===== src/rtl/priority_encoder_rr.sv =====
// ============================================================================
// priority_encoder_rr : N-input fixed/round-robin priority encoder, registered
// Revision: 1.0
// ============================================================================
`default_nettype none

module priority_encoder_rr #(
  parameter  int N = 8,
  localparam int W = $clog2(N)
) (
  input  logic         clk,
  input  logic         rst_n,
  input  logic [N-1:0] req,
  input  logic         mode,
  input  logic         out_ready,
  output logic         out_valid,
  output logic [W-1:0] out_idx,
  output logic [N-1:0] out_onehot
);

  logic         out_valid_q,  out_valid_d;
  logic [W-1:0] out_idx_q,    out_idx_d;
  logic [N-1:0] out_onehot_q, out_onehot_d;
  logic [W-1:0] ptr_q,        ptr_d;

  logic [W-1:0] fix_idx;
  logic [W-1:0] rr_idx;
  logic [W-1:0] win_idx;
  logic [N-1:0] win_onehot;
  logic         any_req;
  logic         slot_free;
  int           rr_best;
  int           ptr_int;

  // Distance of candidate i behind the pointer; the pointer itself is farthest.
  function automatic int rr_dist(input int i, input int p);
    return (i < p) ? (p - i) : (p - i + N);
  endfunction

  always_comb begin
    fix_idx = '0;
    for (int i = 0; i < N; i++) begin
      if (req[i]) fix_idx = W'(i);
    end
  end

  always_comb begin
    rr_idx  = '0;
    rr_best = N + 1;
    ptr_int = int'(ptr_q);
    for (int i = 0; i < N; i++) begin
      if (req[i] && (rr_dist(i, ptr_int) < rr_best)) begin
        rr_best = rr_dist(i, ptr_int);
        rr_idx  = W'(i);
      end
    end
  end

  assign any_req   = |req;
  assign win_idx   = mode ? rr_idx : fix_idx;
  assign slot_free = ~out_valid_q | out_ready;

  always_comb begin
    win_onehot = '0;
    for (int i = 0; i < N; i++) begin
      win_onehot[i] = (win_idx == W'(i));
    end
  end

  always_comb begin
    out_valid_d  = out_valid_q;
    out_idx_d    = out_idx_q;
    out_onehot_d = out_onehot_q;
    ptr_d        = ptr_q;
    if (slot_free) begin
      if (any_req) begin
        out_valid_d  = 1'b1;
        out_idx_d    = win_idx;
        out_onehot_d = win_onehot;
        ptr_d        = win_idx;
      end else begin
        // Idle cycle: outputs clear but the fairness pointer is kept.
        out_valid_d  = 1'b0;
        out_idx_d    = '0;
        out_onehot_d = '0;
      end
    end
  end

  always_ff @(posedge clk or negedge rst_n) begin
    if (!rst_n) begin
      out_valid_q  <= 1'b0;
      out_idx_q    <= '0;
      out_onehot_q <= '0;
      ptr_q        <= '0;
    end else begin
      out_valid_q  <= out_valid_d;
      out_idx_q    <= out_idx_d;
      out_onehot_q <= out_onehot_d;
      ptr_q        <= ptr_d;
    end
  end

  assign out_valid  = out_valid_q;
  assign out_idx    = out_idx_q;
  assign out_onehot = out_onehot_q;

endmodule

`default_nettype wire


===== config.mk =====
export PLATFORM = sky130hd
export DESIGN_NAME = priority_encoder_rr
export DESIGN_NICKNAME = d
export VERILOG_FILES = /design/src/rtl/priority_encoder_rr.sv
export SDC_FILE = /design/constraint.sdc
export NUM_CORES = 1
export LEC_CHECK = 0
export CORE_MARGIN = 2
export CORE_UTILIZATION = 35
export CTS_CLUSTER_DIAMETER = 80
export DETAILED_ROUTE_END_ITERATION = 8
export PLACE_DENSITY = 0.6
export SLEW_MARGIN = 20
export SYNTH_ARGS = -nofsm -noshare
export SYNTH_HDL_FRONTEND = slang
export SYNTH_SLANG_ARGS = --single-unit

===== constraint.sdc =====
create_clock -name clk -period 14.8 [get_ports clk]
set_clock_uncertainty 0.15 [all_clocks]
set_input_delay 2.22 -clock clk [delete_from_list [all_inputs] [get_ports clk]]
set_output_delay 2.22 -clock clk [all_outputs]
set_load 0.05 [all_outputs]

==> impl_metrics.ini, run 1 <==
[run_status]
status = complete, no violations

[worst_setup_path]
cp_data_arrival_time_ns = 13.92
cp-start-kind = input port
path_class = in -> reg
required_ns = 14.80
cp_slowest_stage_delay_ns = 0.47
cpMostUsedCell = nand2_1
crit_slowest_cell = clkdlybuf4s50_1
r2r_slack_ns = 1.44
critical_path.endpoint_type = register
cp_max_fo = 8

[min_path]
worstHoldPathType = reg -> reg

[clock_tree]
cts_buffers = 3
cts_max_level = 1
cts_setup_buffers = 0
postCtsHoldBufs = 0
cts_root_buf = clkbuf_8
insertion_delay_ns = 0.25
clkTransAtPathRegs_ns = 0.06
cts_max_path_buffers = 2
cts_tree = yes
clkSinkCount = 15

[global_routing]
grt.total_usage_pct = 18.3
grt_max_degree = 24
grt.overflow.total = 0
grt_pass1_wl_um = 11500
grt_pass1_vias = 2386
antenna_found_initial = 0

[yosys]
yosysTopAreaCell = dfrtp_1
synth_top_family_by_area = compound AO/OA/AOI/OAI gates
synth-compound-area-share_pct = 33.7
yosysWarnings = 0
async_reset_ff_share_pct = 100
synth_area_per_cell_um2 = 7.74
synth_mux_area_share_pct = 1.74
synth_seq_area_share_pct = 15.3
yosys-top-cells-count = nand2_1 (40), ha_1 (29), nor2_1 (28)
ys_seq_elements = 15
synth_top_cell_area_share_pct = 15.3
synth-adder-area-share_pct = 15.8
synth-simple-area-share_pct = 28.6
ys.flop_type = dfrtp_1
synth_most_common_cell = nand2_1
synthXorXnorAreaFrac_pct = 1.38
synth_edf_count = 0
netlist_area_um2 = 2450
syn-instance-count = 316
synth.area.top_cells = dfrtp_1 (15%), ha_1 (15%), nand2_1 (6.1%)
netlist-cell-type-count = 78

[floorplan]
core_area_um2 = 6790
io_pins = 24
start_util_pct = 36.0
design.die.area_um2 = 7670
chipHeight_um = 87.6
rows = 30
die_x_um = 87.6

[detailed_routing]
drt_iter0_drc = 76
wl_per_cell_um = 15.8
first_pass_iters = 4
post-route-drc-count = 0
ant_nets = 0
vias = 2445
viasPerCell = 5.52
drt_wl_total_um = 6990

[cells_and_area]
drive_gt1_share_pct = 13.8
regArea_um2 = 375
area_growth_pct = 20.3
num_antenna_cells = 0
final_core_util_pct = 43.3
design_area_um2 = 2940
multi_input_area_um2 = 2060
nets = 389
fillers = 695

[sta]
final_hold_viol_count = 0
hold-worst-slack_ns = 0.331
final.period_utilization_pct = 94.1
fmax_mhz = 71.8
worst_pin_slew_ns = 0.899
setup_violations = 0
drv_slew = 0
timing.slew.headroom_pct = 40.0
fin_crit_ns = 13.92

[place]
placed_cell_area_um2 = 2840
portBuffers = 23
gp_congestion = 0.884
hpwl_um = 5380

[run]
drv_cap = 0
registers in the layout (all words and copies together) (netlist names):
signal and flops:
out_valid 1, ptr_q 3, out_onehot 8, out_idx 3
cells in the final DEF (no fill, tap or decap), types with 3 or more instances in the layout:
cell             Yosys  layout
nand2_1             40      40
ha_1                29      29
nor2_1              28      28
clkdlybuf4s50_1      0      23
a21oi_1             16      16
dfrtp_1             15      15
o21ai_0             14      13
inv_1               12      12
nand3_1              9       9
nor3_1              10       9
nor2b_1              8       8
nand2b_1             9       8
buf_4                0       8
o21ai_1              5       6
and2_1               5       5
o31a_1               5       5
a31oi_1              5       5
a21o_1               5       5
nor4_1               5       5
or2_1                5       5
o22ai_1              4       4
and3_1               4       4
a211o_1              3       3
a21boi_1             3       3
nand3b_1             3       3
a22o_1               3       3
conb_1               1       3
clkbuf_8             0       3
cell families (layout without fill, tap and decap cells):
family                     after synthesis  after routing
buffers and inverters                   21             50
adders and majority gates               31             31
DFF                                     15             15
AOI/OAI and AO/OA                      102            102
other                                    1              3
xor gates and xnor gates                 3              3
muxes                                    4              4
and+or+nand+nor                        139            139
stage by stage:
step           cells  setup WS (ns)  setup TNS, ns
6_report         443          0.879              0
2_1_floorplan    318           2.35              0
3_3_place_gp     439          0.447              0
4_1_cts          443          0.658              0
3_5_place_dp     439          0.452              0
5_1_grt          443        -0.0275        -0.0612
path summary, 6_finish.rpt:
kind,startpoint,cells after the start,to
setup / recovery,req[0],58,out_onehot[2]
hold reg to reg,out_onehot[6],2,out_onehot[6]
hold / removal,out_onehot[6],2,out_onehot[6]
max in group asynchronous,rst_n,1,ptr_q[1]
min in group asynchronous,rst_n,1,out_onehot[4]
setup reg to reg,ptr_q[1],58,out_onehot[2]
worst max-delay path: cells and delay by family:
| kind | cells | cell delay, ns |
|---|---|---|
| fa+ha+maj | 7 | 1.97 |
| buf+inv | 4 | 0.68 |
| compound gates | 25 | 5.37 |
| mux | 1 | 0.28 |
| simple gates | 21 | 3.36 |
what timing repair did:
| item | CTS | global route |
|---|---|---|
| endpoints found under the hold margin | 0 | 0 |
| setup endpoints to repair | 0 | 14 |
| gates resized for setup | 0 | 10 |
area by class of cell:
type	count	share of cell area (%)
multi-input cells	282	69.9
flip-flops and latches	15	12.8
repair buffers	31	9.86
well taps	96	4.08
inverters	15	1.91
clock buffers	4	1.53
routing by layer:
layer | share of wire (%) | global-route usage [%] | wire (um)
met1 | 51 | 27.0 | 3550
met2 | 46 | 29.8 | 3200
met3 | 2.3 | 0.754 | 161
met4 | 1.1 | 4.06 | 78
met5 | 0 | 0 | 0
Power of run 1 is not shown: default switching activity piles up to over one toggle a cycle in this logic, so the estimate is an artifact.
==> run 2: changes to the inputs <==
- CELL_PAD_IN_SITES_DETAIL_PLACEMENT: not set -> 0
- CELL_PAD_IN_SITES_GLOBAL_PLACEMENT: not set -> 1
- PLACE_DENSITY: 0.6 -> 0.75
==> run 2 against run 1 <==
Net effect:
- register-to-register slack improved by 0.05 ns
- critical path depth rose by 3
- non-clock buffer count decreased by 4
- routed wire length rose by 2.2%
- die area unchanged
- critical endpoint unchanged
- utilization decreased by 0.28 points
- clock-buffer cell count unchanged
- worst setup slack improved by 0.11 ns
==> impl_metrics.ini, run 2 (synthesis gave the netlist of run 1 again) <==
[cells_and_area]
nets = 385
largest_register_ffs = 8
layout_common_cells = nand2_1 (40), ha_1 (29), nor2_1 (28)
fillers = 697
drive_gt1_share_pct = 13.4
num_antenna_cells = 0
layout_commonest_cell = nand2_1
area_growth_pct = 19.5

[clock_tree]
cts_max_path_buffers = 2
cts.repair.resized = 0
postCtsHoldBufs = 0
cts_tree = yes
cts_setup_buffers = 0
cts_buffers = 3
cts_max_level = 1
cts_root_buf = clkbuf_8
insertion_delay_ns = 0.25
clkTransAtPathRegs_ns = 0.06
clkSinkCount = 15

[global_routing]
grt.overflow.total = 0
antenna_found_initial = 0
grt.total_usage_pct = 18.8
grt_max_degree = 23
grt_pass1_wl_um = 11500
grt_pass1_vias = 2272

[min_path]
worstHoldPathType = reg -> reg

[worst_setup_path]
cpMostUsedCell = nand2_1
cp_max_fo = 12
crit_slowest_cell = clkdlybuf4s50_1
cp-start-kind = input port
rr_endpoint = out_onehot[2]
cp_slowest_stage_delay_ns = 0.48
reg2regPathDepth = 61
endpoint = out_onehot[2]
critical_path.endpoint_type = register
timing.rr.start = ptr_q[1]
startpoint = req[0]
r2r_slack_ns = 1.49
path_class = in -> reg
required_ns = 14.80
cp_data_arrival_time_ns = 13.81

[floorplan]
io_pins = 24
chipHeight_um = 87.6
start_util_pct = 36.0
core_area_um2 = 6790
die_x_um = 87.6
design.die.area_um2 = 7670
rows = 30

[place]
portBuffers = 23
hpwl_um = 5570
gp_congestion = 0.956

[sta]
worst_pin_slew_ns = 0.892
final_hold_viol_count = 0
drv_slew = 0
setup_violations = 0
fmax_mhz = 72.4
final.period_utilization_pct = 93.3
timing.slew.headroom_pct = 40.4
setup_tns_ns = 0
fin_crit_ns = 13.81

[detailed_routing]
first_pass_iters = 4
ant_nets = 0
wl_per_cell_um = 16.3
drt_iter0_drc = 153
post-route-drc-count = 0
viasPerCell = 5.60
drt_wl_total_um = 7140
vias = 2460

[run_status]
status = complete, no violations

[run]
drv_cap = 0
[run 2: changes by cell type in the layout (fill, tap and decap cells not counted), sizes merged]
cell and change:
buf -4
[run 2: layout make-up]
| cell class | count | area [um2] | share of cell area (%) |
|---|---|---|---|
| well taps | 96 | 120 | 4.11 |
| inverters | 15 | 56.3 | 1.93 |
| multi-input cells | 282 | 2070 | 70.7 |
| repair buffers | 27 | 260 | 8.90 |
| flip-flops and latches | 15 | 375 | 12.8 |
| clock buffers | 4 | 45.0 | 1.54 |
[run 2: worst min path at each step]
stage,to,cells past startpoint,start,slack [ns]
finish,out_onehot[2],2,out_onehot[2],0.33
global route,out_onehot[5],1,out_onehot[5],0.35
CTS,out_onehot[2],2,out_onehot[2],0.34
detailed placement,out_onehot[2],2,out_onehot[2],0.32
global placement,out_idx[2],1,out_idx[2],0.32
floorplan,out_onehot[4],2,out_onehot[4],0.60
[run 2: worst max-delay path, delay by kind of cell]
family          cells  cell delay [ns]
compound gates     25             5.22
simple gates       24             3.57
fa+ha+maj           7             1.83
buf+inv             4             0.68
mux                 1             0.28
[run 2: per-layer routing]
metal,GRT usage [%],vias to the layer above,part of all wire (%)
li1,-,1241,-
met1,27.3,1157,49
met2,30.9,55,47
met3,1.70,7,3.2
met4,2.94,0,0.77
met5,0,-,0
[run 2: stage by stage]
step                instances  utilization, %  instance area (um2)  hold WS [ns]  setup slack (ns)
floorplan                 318               -                 2450         0.595              2.35
global placement          435            41.3                 2810         0.316             0.551
detailed placement        435            41.3                 2810         0.319             0.396
CTS                       439            42.0                 2850         0.340             0.608
global route              439            43.0                 2920         0.352           -0.0285
finish                    439            43.0                 2920         0.332             0.988
Power of run 2 is left out for the same reason.
==> run 3: changes to the inputs <==
==> constraint.sdc (replaced) <==
create_clock -name clk -period 14.8 [get_ports clk]
set_clock_uncertainty 0.15 [all_clocks]
set_input_delay 2.96 -clock clk [delete_from_list [all_inputs] [get_ports clk]]
set_output_delay 2.96 -clock clk [all_outputs]
set_load 0.05 [all_outputs]
==> run 3 against run 2 <==
Net effect:
- via count rose by 3.5%
- worst setup slack got worse by 0.28 ns
- first-iteration DRC count fell by 31%
- critical path depth fell by 4
- global-route usage rose by 0.078 points
==> impl_metrics.ini, run 3 (synthesis gave the netlist of run 1 again) <==
[worst_setup_path]
cp-start-kind = input port
cpMostUsedCell = ha_1
crit_slowest_cell = clkdlybuf4s50_1
path_class = in -> reg
cp_data_arrival_time_ns = 14.08
cp_slowest_stage_delay_ns = 0.52
critical_path.endpoint_type = register
cp_max_fo = 8
required_ns = 14.79

[cells_and_area]
num_antenna_cells = 0
final_core_util_pct = 45.4
area_growth_pct = 26.1
nets = 401
drive_gt1_share_pct = 18.4
final_cells = 455
layout_commonest_cell = nand2_1
largest_register_ffs = 8
layout_common_cells = nand2_1 (39), ha_1 (29), nor2_1 (28)

[sta]
fin_crit_ns = 14.09
setup_violations = 0
final.period_utilization_pct = 95.2
worst_pin_slew_ns = 0.880
worst_slack_ns = 0.712
drv_slew = 0
fmax_mhz = 71.0
timing.slew.headroom_pct = 41.2
final_hold_viol_count = 0

[detailed_routing]
vias = 2545
drt_iter0_drc = 106
ant_nets = 0
viasPerCell = 5.59
first_pass_iters = 4
drt_wl_total_um = 7290
post-route-drc-count = 0
wl_per_cell_um = 16.0

[min_path]
worstHoldPathType = reg -> reg

[global_routing]
grt_pass1_wl_um = 11800
grt.total_usage_pct = 18.9
grt_max_degree = 23
grt.overflow.total = 0
grt_pass1_vias = 2352
antenna_found_initial = 0

[place]
gp_congestion = 0.904
dp_cells = 449
hpwl_um = 5630
dp_slack_ns = 0.181
portBuffers = 23

[clock_tree]
insertion_delay_ns = 0.24
cts_buffers = 3
clkSinkCount = 15
clkTransAtPathRegs_ns = 0.06
cts_root_buf = clkbuf_8
cts_tree = yes
cts_max_level = 1
cts_max_path_buffers = 2

[floorplan]
rows = 30
design.die.area_um2 = 7670
chipHeight_um = 87.6
io_pins = 24
die_x_um = 87.6
core_area_um2 = 6790
start_util_pct = 36.0

[run]
drv_cap = 0

[run_status]
status = complete, no violations
-- run 3: final timing paths --
kind	startpoint	endpoint	slack (ns)	depth (start not counted)
max in group asynchronous	rst_n	out_onehot[1]	11.11	1
min in group asynchronous	rst_n	out_onehot[2]	2.97	1
worst max-delay path	req[0]	out_onehot[2]	0.71	57
worst min-delay path	out_onehot[2]	out_onehot[2]	0.33	2
worst max register to register	ptr_q[1]	out_onehot[2]	1.96	58
worst min register to register	out_onehot[2]	out_onehot[2]	0.33	2
-- run 3: timing repair --
action	CTS	global route
hold buffers	0	0
setup buffers	0	2
endpoints found under the setup margin	0	14
resized for setup	0	19
-- run 3: metrics by stage --
stage / setup TNS [ns] / cell area [um2] / hold WS [ns]
floorplan: 0 / 2450 / 0.595
global placement: 0 / 2910 / 0.318
detailed placement: 0 / 2910 / 0.320
CTS: 0 / 2960 / 0.338
global route: -0.244 / 3080 / 0.348
finish: 0 / 3080 / 0.330
-- run 3: final cells by class --
type,instances,area (um2)
clock buffers,4,45.0
well taps,96,120
flip-flops and latches,15,375
inverters,15,56.3
repair buffers,43,380
fillers,687,3710
multi-input cells,282,2110
-- run 3: critical path, delay by kind of cell --
family	cells	cell delay [ns]
AO/OA/AOI/OAI	26	4.79
AND/OR/NAND/NOR	20	3.33
adder cells (fa/ha/maj)	7	2.05
buffers and inverters	4	0.90
-- run 3: layer usage --
layer / vias to the layer above / share of wire, % / track usage, % / wire (um)
met5: - / 0 / 0 / 0
met4: 0 / 0.81 / 2.38 / 59
met3: 6 / 3.7 / 1.13 / 273
met2: 75 / 48 / 31.5 / 3520
met1: 1194 / 47 / 27.6 / 3440
li1: 1270 / - / - / -
Power of run 3 is left out for the same reason.
